`config.mk`:
```
export PLATFORM = sky130hd
export DESIGN_NAME = i2c_expander_target
export DESIGN_NICKNAME = d
export VERILOG_FILES = /design/src/rtl/i2c_expander_pkg.sv /design/src/rtl/i2c_line_filter.sv /design/src/rtl/i2c_expander_target.sv
export SDC_FILE = /design/constraint.sdc
export NUM_CORES = 1
export LEC_CHECK = 0
export ABC_CLOCK_PERIOD_IN_PS = 2200
export BUFFER_PORTS_ARGS = -buffer_cell sky130_fd_sc_hd__buf_4
export CORE_ASPECT_RATIO = 0.5
export CORE_MARGIN = 4
export CORE_UTILIZATION = 48
export DETAILED_ROUTE_END_ITERATION = 12
export PLACE_DENSITY = 0.67
export REMOVE_ABC_BUFFERS = 1
export SYNTH_ARGS = -nofsm -noshare
export SYNTH_HDL_FRONTEND = slang
export SYNTH_HIERARCHICAL = 1
export SYNTH_SLANG_ARGS = --single-unit
```
`constraint.sdc`:
```
create_clock -name clk48 -period 2.2 [get_ports clk48]
set_input_delay 0.33 -clock clk48 [delete_from_list [all_inputs] [get_ports clk48]]
set_output_delay 0.33 -clock clk48 [all_outputs]
set_load 0.005 [all_outputs]
```
`src/rtl/i2c_expander_pkg.sv`:
```
// Shared types and constants for the emulated PCA9555-style I2C port expander.
// Register indices match the pointer values the I2C initiator sends.
package i2c_expander_pkg;

    typedef enum logic [3:0] {
        ST_IDLE,
        ST_ADDR,
        ST_ADDR_ACK,
        ST_PTR,
        ST_PTR_ACK,
        ST_WDATA,
        ST_WDATA_ACK,
        ST_RDATA,
        ST_RDATA_ACK
    } state_t;

    localparam logic [2:0] REG_IN0  = 3'd0;
    localparam logic [2:0] REG_IN1  = 3'd1;
    localparam logic [2:0] REG_OUT0 = 3'd2;
    localparam logic [2:0] REG_OUT1 = 3'd3;
    localparam logic [2:0] REG_INV0 = 3'd4;
    localparam logic [2:0] REG_INV1 = 3'd5;
    localparam logic [2:0] REG_CFG0 = 3'd6;
    localparam logic [2:0] REG_CFG1 = 3'd7;

    localparam logic [7:0] OUT_RST = 8'hFF;
    localparam logic [7:0] INV_RST = 8'h00;
    localparam logic [7:0] CFG_RST = 8'hFF;

endpackage

```
`src/rtl/i2c_line_filter.sv`:
```
// Two-flop synchroniser plus glitch filter for one I2C line.
// A new level is accepted after FILTER_CYCLES consecutive equal synchronised samples.
module i2c_line_filter #(
    parameter int FILTER_CYCLES = 4
) (
    input  logic i_clk48,
    input  logic i_reset_n,
    input  logic i_line,
    output logic o_level,
    output logic o_rise,
    output logic o_fall
);

    localparam logic [3:0] LAST_COUNT = 4'(FILTER_CYCLES - 1);

    logic       r_sync1;
    logic       r_sync2;
    logic [3:0] r_cnt;
    logic       r_level;
    logic       r_rise;
    logic       r_fall;

    // Idle bus is high, so everything resets to the released level.
    always_ff @(posedge i_clk48 or negedge i_reset_n) begin
        if (!i_reset_n) begin
            r_sync1 <= 1'b1;
            r_sync2 <= 1'b1;
            r_cnt   <= 4'd0;
            r_level <= 1'b1;
            r_rise  <= 1'b0;
            r_fall  <= 1'b0;
        end else begin
            r_sync1 <= i_line;
            r_sync2 <= r_sync1;
            r_rise  <= 1'b0;
            r_fall  <= 1'b0;
            if (r_sync2 == r_level) begin
                r_cnt <= 4'd0;
            end else if (r_cnt == LAST_COUNT) begin
                r_cnt   <= 4'd0;
                r_level <= r_sync2;
                r_rise  <= r_sync2;
                r_fall  <= !r_sync2;
            end else begin
                r_cnt <= r_cnt + 4'd1;
            end
        end
    end

    assign o_level = r_level;
    assign o_rise  = r_rise;
    assign o_fall  = r_fall;

endmodule

```
`src/rtl/i2c_expander_target.sv`:
```
// I2C target emulating a 16-bit PCA9555-style expander: pointer/register-pair
// writes and reads, input inversion, direction config and input-change interrupt.
module i2c_expander_target
    import i2c_expander_pkg::*;
#(
    parameter logic [6:0] ADDRESS       = 7'h24,
    parameter int         FILTER_CYCLES = 4
) (
    input  logic        clk48,
    input  logic        reset_n,
    input  logic        scl_i,
    input  logic        sda_i,
    output logic        sda_oe,
    input  logic [15:0] port_in,
    output logic [15:0] port_out,
    output logic [15:0] port_dir,
    output logic        int_n
);

    logic w_scl, w_sclRise, w_sclFall;
    logic w_sda, w_sdaRise, w_sdaFall;
    logic w_start, w_stop, w_load, w_wrEn;
    logic [15:0] w_inVal;
    logic [7:0]  w_rdByte;
    logic [1:0]  w_diff;

    state_t      r_state;
    logic [3:0]  r_bitCnt;
    logic [7:0]  r_shift;
    logic [7:0]  r_tx;
    logic        r_rw;
    logic        r_ack;
    logic [2:0]  r_ptr;
    logic        r_sdaOe;
    logic [15:0] r_out;
    logic [15:0] r_inv;
    logic [15:0] r_cfg;
    logic [15:0] r_snap;
    logic [1:0]  r_pend;

    i2c_line_filter #(.FILTER_CYCLES(FILTER_CYCLES)) u_sclFilter (
        .i_clk48   (clk48),
        .i_reset_n (reset_n),
        .i_line    (scl_i),
        .o_level   (w_scl),
        .o_rise    (w_sclRise),
        .o_fall    (w_sclFall)
    );

    i2c_line_filter #(.FILTER_CYCLES(FILTER_CYCLES)) u_sdaFilter (
        .i_clk48   (clk48),
        .i_reset_n (reset_n),
        .i_line    (sda_i),
        .o_level   (w_sda),
        .o_rise    (w_sdaRise),
        .o_fall    (w_sdaFall)
    );

    assign w_start = w_sdaFall && w_scl;
    assign w_stop  = w_sdaRise && w_scl;
    assign w_inVal = port_in ^ r_inv;

    // A read byte is loaded on the falling edge that closes an address or data ACK.
    assign w_load = w_sclFall && !w_start && !w_stop &&
                    (((r_state == ST_ADDR_ACK) && r_rw) ||
                     ((r_state == ST_RDATA_ACK) && r_ack));
    assign w_wrEn = (r_state == ST_WDATA_ACK) && w_sclRise && !w_start && !w_stop;

    always_comb begin
        w_rdByte = 8'h00;
        case (r_ptr)
            REG_IN0:  w_rdByte = w_inVal[7:0];
            REG_IN1:  w_rdByte = w_inVal[15:8];
            REG_OUT0: w_rdByte = r_out[7:0];
            REG_OUT1: w_rdByte = r_out[15:8];
            REG_INV0: w_rdByte = r_inv[7:0];
            REG_INV1: w_rdByte = r_inv[15:8];
            REG_CFG0: w_rdByte = r_cfg[7:0];
            REG_CFG1: w_rdByte = r_cfg[15:8];
            default:  w_rdByte = 8'h00;
        endcase
    end

    always_ff @(posedge clk48 or negedge reset_n) begin
        if (!reset_n) begin
            r_state  <= ST_IDLE;
            r_bitCnt <= 4'd0;
            r_shift  <= 8'h00;
            r_tx     <= 8'h00;
            r_rw     <= 1'b0;
            r_ack    <= 1'b0;
            r_ptr    <= 3'd0;
            r_sdaOe  <= 1'b0;
        end else if (w_start) begin
            r_state  <= ST_ADDR;
            r_bitCnt <= 4'd0;
            r_sdaOe  <= 1'b0;
        end else if (w_stop) begin
            r_state  <= ST_IDLE;
            r_bitCnt <= 4'd0;
            r_sdaOe  <= 1'b0;
        end else begin
            case (r_state)
                ST_ADDR, ST_PTR, ST_WDATA: begin
                    if (w_sclRise && (r_bitCnt != 4'd8)) begin
                        r_shift  <= {r_shift[6:0], w_sda};
                        r_bitCnt <= r_bitCnt + 4'd1;
                    end else if (w_sclFall && (r_bitCnt == 4'd8)) begin
                        r_bitCnt <= 4'd0;
                        if (r_state == ST_ADDR) begin
                            if (r_shift[7:1] == ADDRESS) begin
                                r_state <= ST_ADDR_ACK;
                                r_rw    <= r_shift[0];
                                r_sdaOe <= 1'b1;
                            end else begin
                                r_state <= ST_IDLE;
                            end
                        end else if (r_state == ST_PTR) begin
                            r_state <= ST_PTR_ACK;
                            r_sdaOe <= 1'b1;
                        end else begin
                            r_state <= ST_WDATA_ACK;
                            r_sdaOe <= 1'b1;
                        end
                    end
                end
                ST_ADDR_ACK, ST_RDATA_ACK: begin
                    if (w_sclRise) begin
                        r_ack <= !w_sda;
                    end
                    if (w_load) begin
                        r_state  <= ST_RDATA;
                        r_sdaOe  <= !w_rdByte[7];
                        r_tx     <= {w_rdByte[6:0], 1'b0};
                        r_ptr[0] <= !r_ptr[0];
                        r_bitCnt <= 4'd0;
                    end else if (w_sclFall) begin
                        r_state <= (r_state == ST_ADDR_ACK) ? ST_PTR : ST_IDLE;
                        r_sdaOe <= 1'b0;
                    end
                end
                ST_PTR_ACK: begin
                    if (w_sclRise) begin
                        r_ptr <= r_shift[2:0];
                    end else if (w_sclFall) begin
                        r_state <= ST_WDATA;
                        r_sdaOe <= 1'b0;
                    end
                end
                ST_WDATA_ACK: begin
                    if (w_sclRise) begin
                        r_ptr[0] <= !r_ptr[0];
                    end else if (w_sclFall) begin
                        r_state <= ST_WDATA;
                        r_sdaOe <= 1'b0;
                    end
                end
                ST_RDATA: begin
                    if (w_sclRise) begin
                        r_bitCnt <= r_bitCnt + 4'd1;
                    end else if (w_sclFall) begin
                        if (r_bitCnt == 4'd8) begin
                            r_state  <= ST_RDATA_ACK;
                            r_sdaOe  <= 1'b0;
                            r_bitCnt <= 4'd0;
                        end else begin
                            r_sdaOe <= !r_tx[7];
                            r_tx    <= {r_tx[6:0], 1'b0};
                        end
                    end
                end
                default: begin
                    r_state <= ST_IDLE;
                    r_sdaOe <= 1'b0;
                end
            endcase
        end
    end

    // Writes to the input pair are acknowledged but land nowhere.
    always_ff @(posedge clk48 or negedge reset_n) begin
        if (!reset_n) begin
            r_out <= {OUT_RST, OUT_RST};
            r_inv <= {INV_RST, INV_RST};
            r_cfg <= {CFG_RST, CFG_RST};
        end else if (w_wrEn) begin
            case (r_ptr)
                REG_OUT0: r_out[7:0]  <= r_shift;
                REG_OUT1: r_out[15:8] <= r_shift;
                REG_INV0: r_inv[7:0]  <= r_shift;
                REG_INV1: r_inv[15:8] <= r_shift;
                REG_CFG0: r_cfg[7:0]  <= r_shift;
                REG_CFG1: r_cfg[15:8] <= r_shift;
                default:  ;
            endcase
        end
    end

    assign w_diff[0] = |((port_in[7:0]  ^ r_snap[7:0])  & r_cfg[7:0]);
    assign w_diff[1] = |((port_in[15:8] ^ r_snap[15:8]) & r_cfg[15:8]);

    // Pending tracks input-vs-snapshot difference; loading the input byte re-arms it.
    always_ff @(posedge clk48 or negedge reset_n) begin
        if (!reset_n) begin
            r_snap <= 16'h0000;
            r_pend <= 2'b00;
        end else begin
            if (w_load && (r_ptr == REG_IN0)) begin
                r_snap[7:0] <= port_in[7:0];
                r_pend[0]   <= 1'b0;
            end else begin
                r_pend[0] <= w_diff[0];
            end
            if (w_load && (r_ptr == REG_IN1)) begin
                r_snap[15:8] <= port_in[15:8];
                r_pend[1]    <= 1'b0;
            end else begin
                r_pend[1] <= w_diff[1];
            end
        end
    end

    assign sda_oe   = r_sdaOe;
    assign port_out = r_out;
    assign port_dir = r_cfg;
    assign int_n    = !(r_pend[0] || r_pend[1]);

endmodule

```
== Word-level counts from Yosys, hierarchy flattened ==
Cells that the tools add are included.

* Register bits: 114
* Output and inout port bits: 34

* Bitwise logic cells: 10
* Reduce and logical (&&, ||, !) cells: 51
* Equal/unequal tests: 41
* Add/sub/neg operators: 3
* Multiplexer cells: 62

{| class="wikitable"
|+ Operator list
! kind !! count
|-
| 4-bit two-way mux || 24
|-
| 8-bit one-hot mux with 8 select lines || 1
|-
| 8-bit two-way mux || 4
|-
| 4-bit != test, second input constant || 7
|-
| 1-bit two-way mux || 25
|-
| 8-bit AND || 2
|-
| 4-bit by 2-bit equality test with 1-bit output, second input constant || 4
|-
| 4-bit by 3-bit equality test with 1-bit output, second input constant || 4
|-
| 4-bit one-hot mux with 4 select lines || 1
|-
| 8-bit one-hot mux with 2 select lines || 1
|-
| 2-bit AND reduction || 8
|-
| 8-bit OR reduction || 2
|-
| 16-bit bitwise XOR || 1
|-
| 8-bit bitwise XOR || 2
|-
| 1-bit logical AND || 14
|-
| 7-bit AND reduction || 2
|-
| 4-bit by 1-bit adder with 4-bit output, second input constant || 3
|-
| 3-bit equality test, second input constant || 4
|-
| 4-bit one-hot mux with 3 select lines || 1
|-
| 4-bit AND reduction || 3
|-
| 6-bit AND reduction || 2
|-
| 5-bit by 4-bit != test with 1-bit output, second input constant || 2
|-
| 5-bit != test, second input constant || 2
|-
| 1-bit zero test || 9
|-
| other kinds (24) || 39
|}

== Depth between registers and ports, before layout ==
* Depth in word-level cells: 9
* Gate-level depth with buffers: 8
* Depth with buffers taken out: 7

== By module ==
Netlist, hierarchy kept.

{| class="wikitable"
|+ By module, submodules not included
! module !! times used !! sequential area each (um^2) !! cells each !! area each (um^2)
|-
| i2c_expander_target || 1 || 2,417.3 || 457 || 5,220.0
|-
| i2c_line_filter || 2 || 229.0 || 24 || 350.3
|}

== Least setup slack after synthesis ==
OpenSTA, ideal clock, no wires.

* Path kind: reg-to-reg
* Start point: register u_sdaFilter.r_fall, in the netlist u_sdaFilter/o_fall
* End point: register r_snap[10]
* Stages on the path, launching flop included: 7
* Arrival: 1.671 ns
* Setup time: 0.125 ns
* Path slack: 0.404 ns
* Buffers on the path: 1
* Cell sequence: dfrtp_1 > o21ai_4 > nand3_1 > o21bai_4 > or3_1 > buf_6 > mux2_4

* Word-level cells in the longest chain between the ends: 6

{| class="wikitable"
|+ Ends and longest elaborated chain
! element !! RTL line !! RTL
|-
| from (decl) || i2c_line_filter.sv:21 || <nowiki>logic r_fall;</nowiki>
|-
| from (signal assigned) || i2c_line_filter.sv:43 || <nowiki>r_fall <= !r_sync2;</nowiki>
|-
| 1-bit logical AND || i2c_expander_target.sv:59 || <nowiki>assign w_start = w_sdaFall && w_scl;</nowiki>
|-
| 1-bit zero test || i2c_expander_target.sv:64 || <nowiki>assign w_load = w_sclFall && !w_start && !w_stop &&</nowiki>
|-
| 1-bit logical AND (3 in a row) || i2c_expander_target.sv:64 ||
|-
| 1-bit logical AND || i2c_expander_target.sv:214 || <nowiki>if (w_load && (r_ptr == REG_IN1)) begin</nowiki>
|-
| to (signal assigned) || i2c_expander_target.sv:215 || <nowiki>r_snap[15:8] <= port_in[15:8];</nowiki>
|-
| to (decl) || i2c_expander_target.sv:38 || <nowiki>logic [15:0] r_snap;</nowiki>
|}

No other way between the ends.
A chain may end at the register's enable or synchronous reset.

== Worst setup path in the final report ==
* Start point: register u_sdaFilter.r_fall, in the netlist u_sdaFilter/o_fall
* End point: register r_snap[15]

The elaborated chain is that of the path after synthesis.

==> summary.txt <==
Status
  • Status: completed

Power
  • Clock power share: 0.525
  • Switching power share of the total: 0.223
  • P_sw: 1.22 mW
  • Logic pwr share: 0.061
  • Sequential Power Share: 0.414
  • Pwr Density: 744 mW/mm²
  • P_int: 4.23 mW
  • Maximum vdd drop: 0.000527 V
  • Total power: 5.45 mW
  • Leakage: 3.22 nW

Synthesis
  • Yosys top cell area share: 0.317
  • Sequential cell area fraction in the yosys report: 0.486
  • Cell accounting for the most synthesized area: dfrtp_1
  • Synth Flop Type: dfrtp_1
  • Asr flop ratio synth: 1.00
  • Post-Syn Area: 0.00592 mm²
  • Post-synth EDFFs: 0
  • Cells after synthesis: 505
  • Warning count from the yosys run: 6
  • Avg Inst Size Synth: 11.7 µm²
  • Synthesized flop and latch total: 113
  • Netlist cell types: 67
  • Top cells by area, synth: dfrtp_1, dfstp_2, mux2_2

Worst hold path
  • Min-delay src: sda_i
  • Worst Hold End: u_sdaFilter/r_sync1
  • Worst min-delay path class: in2reg
  • Hold path depth: 1

Global routing
  • First-pass GRT wire length: 23400 µm
  • Vias in the first global route: 4382
  • Global route overflow: 0
  • Initial antenna violation count: 0
  • Total Routing Usage GR: 0.214
  • Largest net degree at the start of global routing: 52

Timing
  • Fin crit period: 2.10 ns
  • Hold Vio Cnt, Final: 0
  • Slew HR: 0.573
  • Unrepaired setup endpoints after global routing: false
  • Clk_skew: 0.0137 ns
  • Worst setup margin: 0.0970 ns
  • Final Max Slew Viols: 0
  • Tcrit/Tclk final: 0.956
  • Final setup fails: 0
  • Max Freq: 476 MHz
  • Worst-margin pin slew: 0.635 ns

Worst setup path
  • Stages on worst setup path: 6
  • Worst-path cell chain: o21ai_4 > nand3_1 > o21bai_4 > or3_1 > buf_4 > mux2_4
  • Crit path max fanout: 14
  • Worst R2R Path Depth: 6
  • Worst path max stage delay: 0.42 ns
  • FF-to-FF End: r_snap[15]
  • Crit. End Element: register
  • Kind of critical path: reg2reg
  • CP top delay family: compound AO/OA/AOI/OAI gates
  • CP required: 2.49 ns
  • CP max-delay cell: dfrtp_1
  • Worst R2R Start: u_sdaFilter/o_fall
  • WP buf/inv: 1
  • Worst Setup SP: u_sdaFilter/o_fall
  • CP Launch Type: register
  • FF-to-FF setup slack: 0.1 ns
  • WP data arrival: 2.39 ns

Route
  • Vias per std cell: 5.70
  • # DRC: 0
  • DRT Pass-1 Iters: 5
  • Vias: 4370
  • Initial DRC Count: 428
  • Final ANT Viol Nets: 0
  • Routed WL per cell: 18.8 µm
  • Detailed Route WL: 14400 µm

Die
  • Total I/O pin count: 54
  • Die Ht: 86.5 µm
  • Die area: 0.0143 mm²
  • Die Wd: 165 µm
  • Initial Util: 0.496
  • Core footprint: 0.0119 mm²
  • Std cell rows: 28

Layout
  • Layout cell share with drive strength beyond 1: 0.415
  • Fillers: 949
  • Most common cell after layout, fill and taps aside: buf_4
  • Layout area overhead: 23.8%
  • Ant. Diodes: 0
  • Final Util: 0.614
  • Final net count: 613
  • Most frequent cells in the layout: buf_4, dfrtp_1, mux2_2

CTS
  • Clock Path Buffers: 2
  • CTS Hold Bufs: 1
  • Skew-Pair Late Insertion Delay: 0.42 ns
  • CTS root buf: clkbuf_16
  • CTS clk-pin slew, worst paths: 0.05 ns
  • Post-CTS Setup Inserts: 0
  • CTS resizes: 0
  • CTS Buf Count: 17
  • CTS tree: done
  • Htree depth: 4
  • Clock Sink Count: 113

Place
  • Worst slack, placed: 0.0853 ns
  • I/O Buffers: 53
  • Final GP Congestion: 0.891
  • HPWL Detailed: 10300 µm

Job
  • Max-cap violations: 0
==> through the flow <==
stage          cell area [µm²]  hold WS (ns)  instances  setup TNS, ns
2_1_floorplan             5810        0.0344        483          -1.14
3_3_place_gp              6700         0.234        734              0
3_5_place_dp              6700         0.237        734              0
4_1_cts                   7330        0.0109        767              0
5_1_grt                   7330        0.0129        767              0
6_report                  7330        0.0257        767              0
==> per-layer routing <==
layer | global-route usage | vias to the layer above | wire [µm]
li1 | - | 2037 | -
met1 | 0.306 | 2196 | 6960
met2 | 0.327 | 117 | 6580
met3 | 0.0399 | 20 | 649
met4 | 0.0838 | 0 | 221
met5 | 0 | - | 0
==> power by group through the flow <==
stage	clock network [mW]	registers [mW]	logic, mW
4_1_cts	2.91	2.25	0.338
3_5_place_dp	0	2.29	0.335
6_report	2.86	2.26	0.333
3_3_place_gp	0	2.28	0.332
2_1_floorplan	0	2.27	0.207
5_1_grt	3.02	2.27	0.378
==> cell families (layout without fill, tap and decap cells) <==
logic type,Yosys count,after routing,share of synthesized area
DFF,113,113,0.486
AOI/OAI and AO/OA,97,97,0.118
buffers and inverters,30,127,0.0235
adders and majority gates,4,4,0.00845
and+or+nand+nor,136,136,0.129
muxes,98,98,0.196
xor gates and xnor gates,27,27,0.0399
==> cell type report <==
type	count	area, µm²	area share
Multi-Input combinational cell	362	2910	0.397
Sequential cell	113	2880	0.392
Timing Repair Buffer	87	693	0.0946
Clock buffer	23	488	0.0666
Tap cell	165	206	0.0282
Clock inverter	9	130	0.0178
Inverter	8	30.0	0.00410
==> Yosys cell counts, drive strengths merged, types with 3 or more instances <==
cell type  number
buf            13
a221oi          4
dfstp          38
a22o            3
inv             7
nand3          17
nand3b          3
nor2b           5
xnor2          10
mux2           78
o22ai           3
or3b            3
nor2           36
o221ai          5
clkbuf          9
or3             5
xor2           17
mux2i          19
ha              4
o21a            8
and3b           3
nand2          30
a211oi          7
o21ai          21
a21oi          11
nor4            4
o211ai          3
a22oi           5
nor3b           9
a31oi           3
nor3            4
o31ai          11
nand2b          4
dfrtp          75
==> state kept, by name, summed over array words and instances (netlist names), 2 cells and up <==
register / count
u_sclFilter/r_cnt: 4
r_inv: 16
r_tx: 7
port_out: 16
u_sdaFilter/r_cnt: 4
r_snap: 16
port_dir: 16
r_pend: 2
r_state: 4
r_bitCnt: 4
r_ptr: 3
r_shift: 8
==> how the worst max path moves through the flow <==
stage	endpoint	slack, ns
after CTS	r_snap[15]	0.09
after global routing	r_snap[13]	0.01
after detailed placement	r_snap[15]	0.09
after global placement	r_snap[8]	0.16
after floorplan	r_inv[10]	-0.08
final	r_snap[15]	0.1
Note: power is estimated with default switching activity, not from simulation.
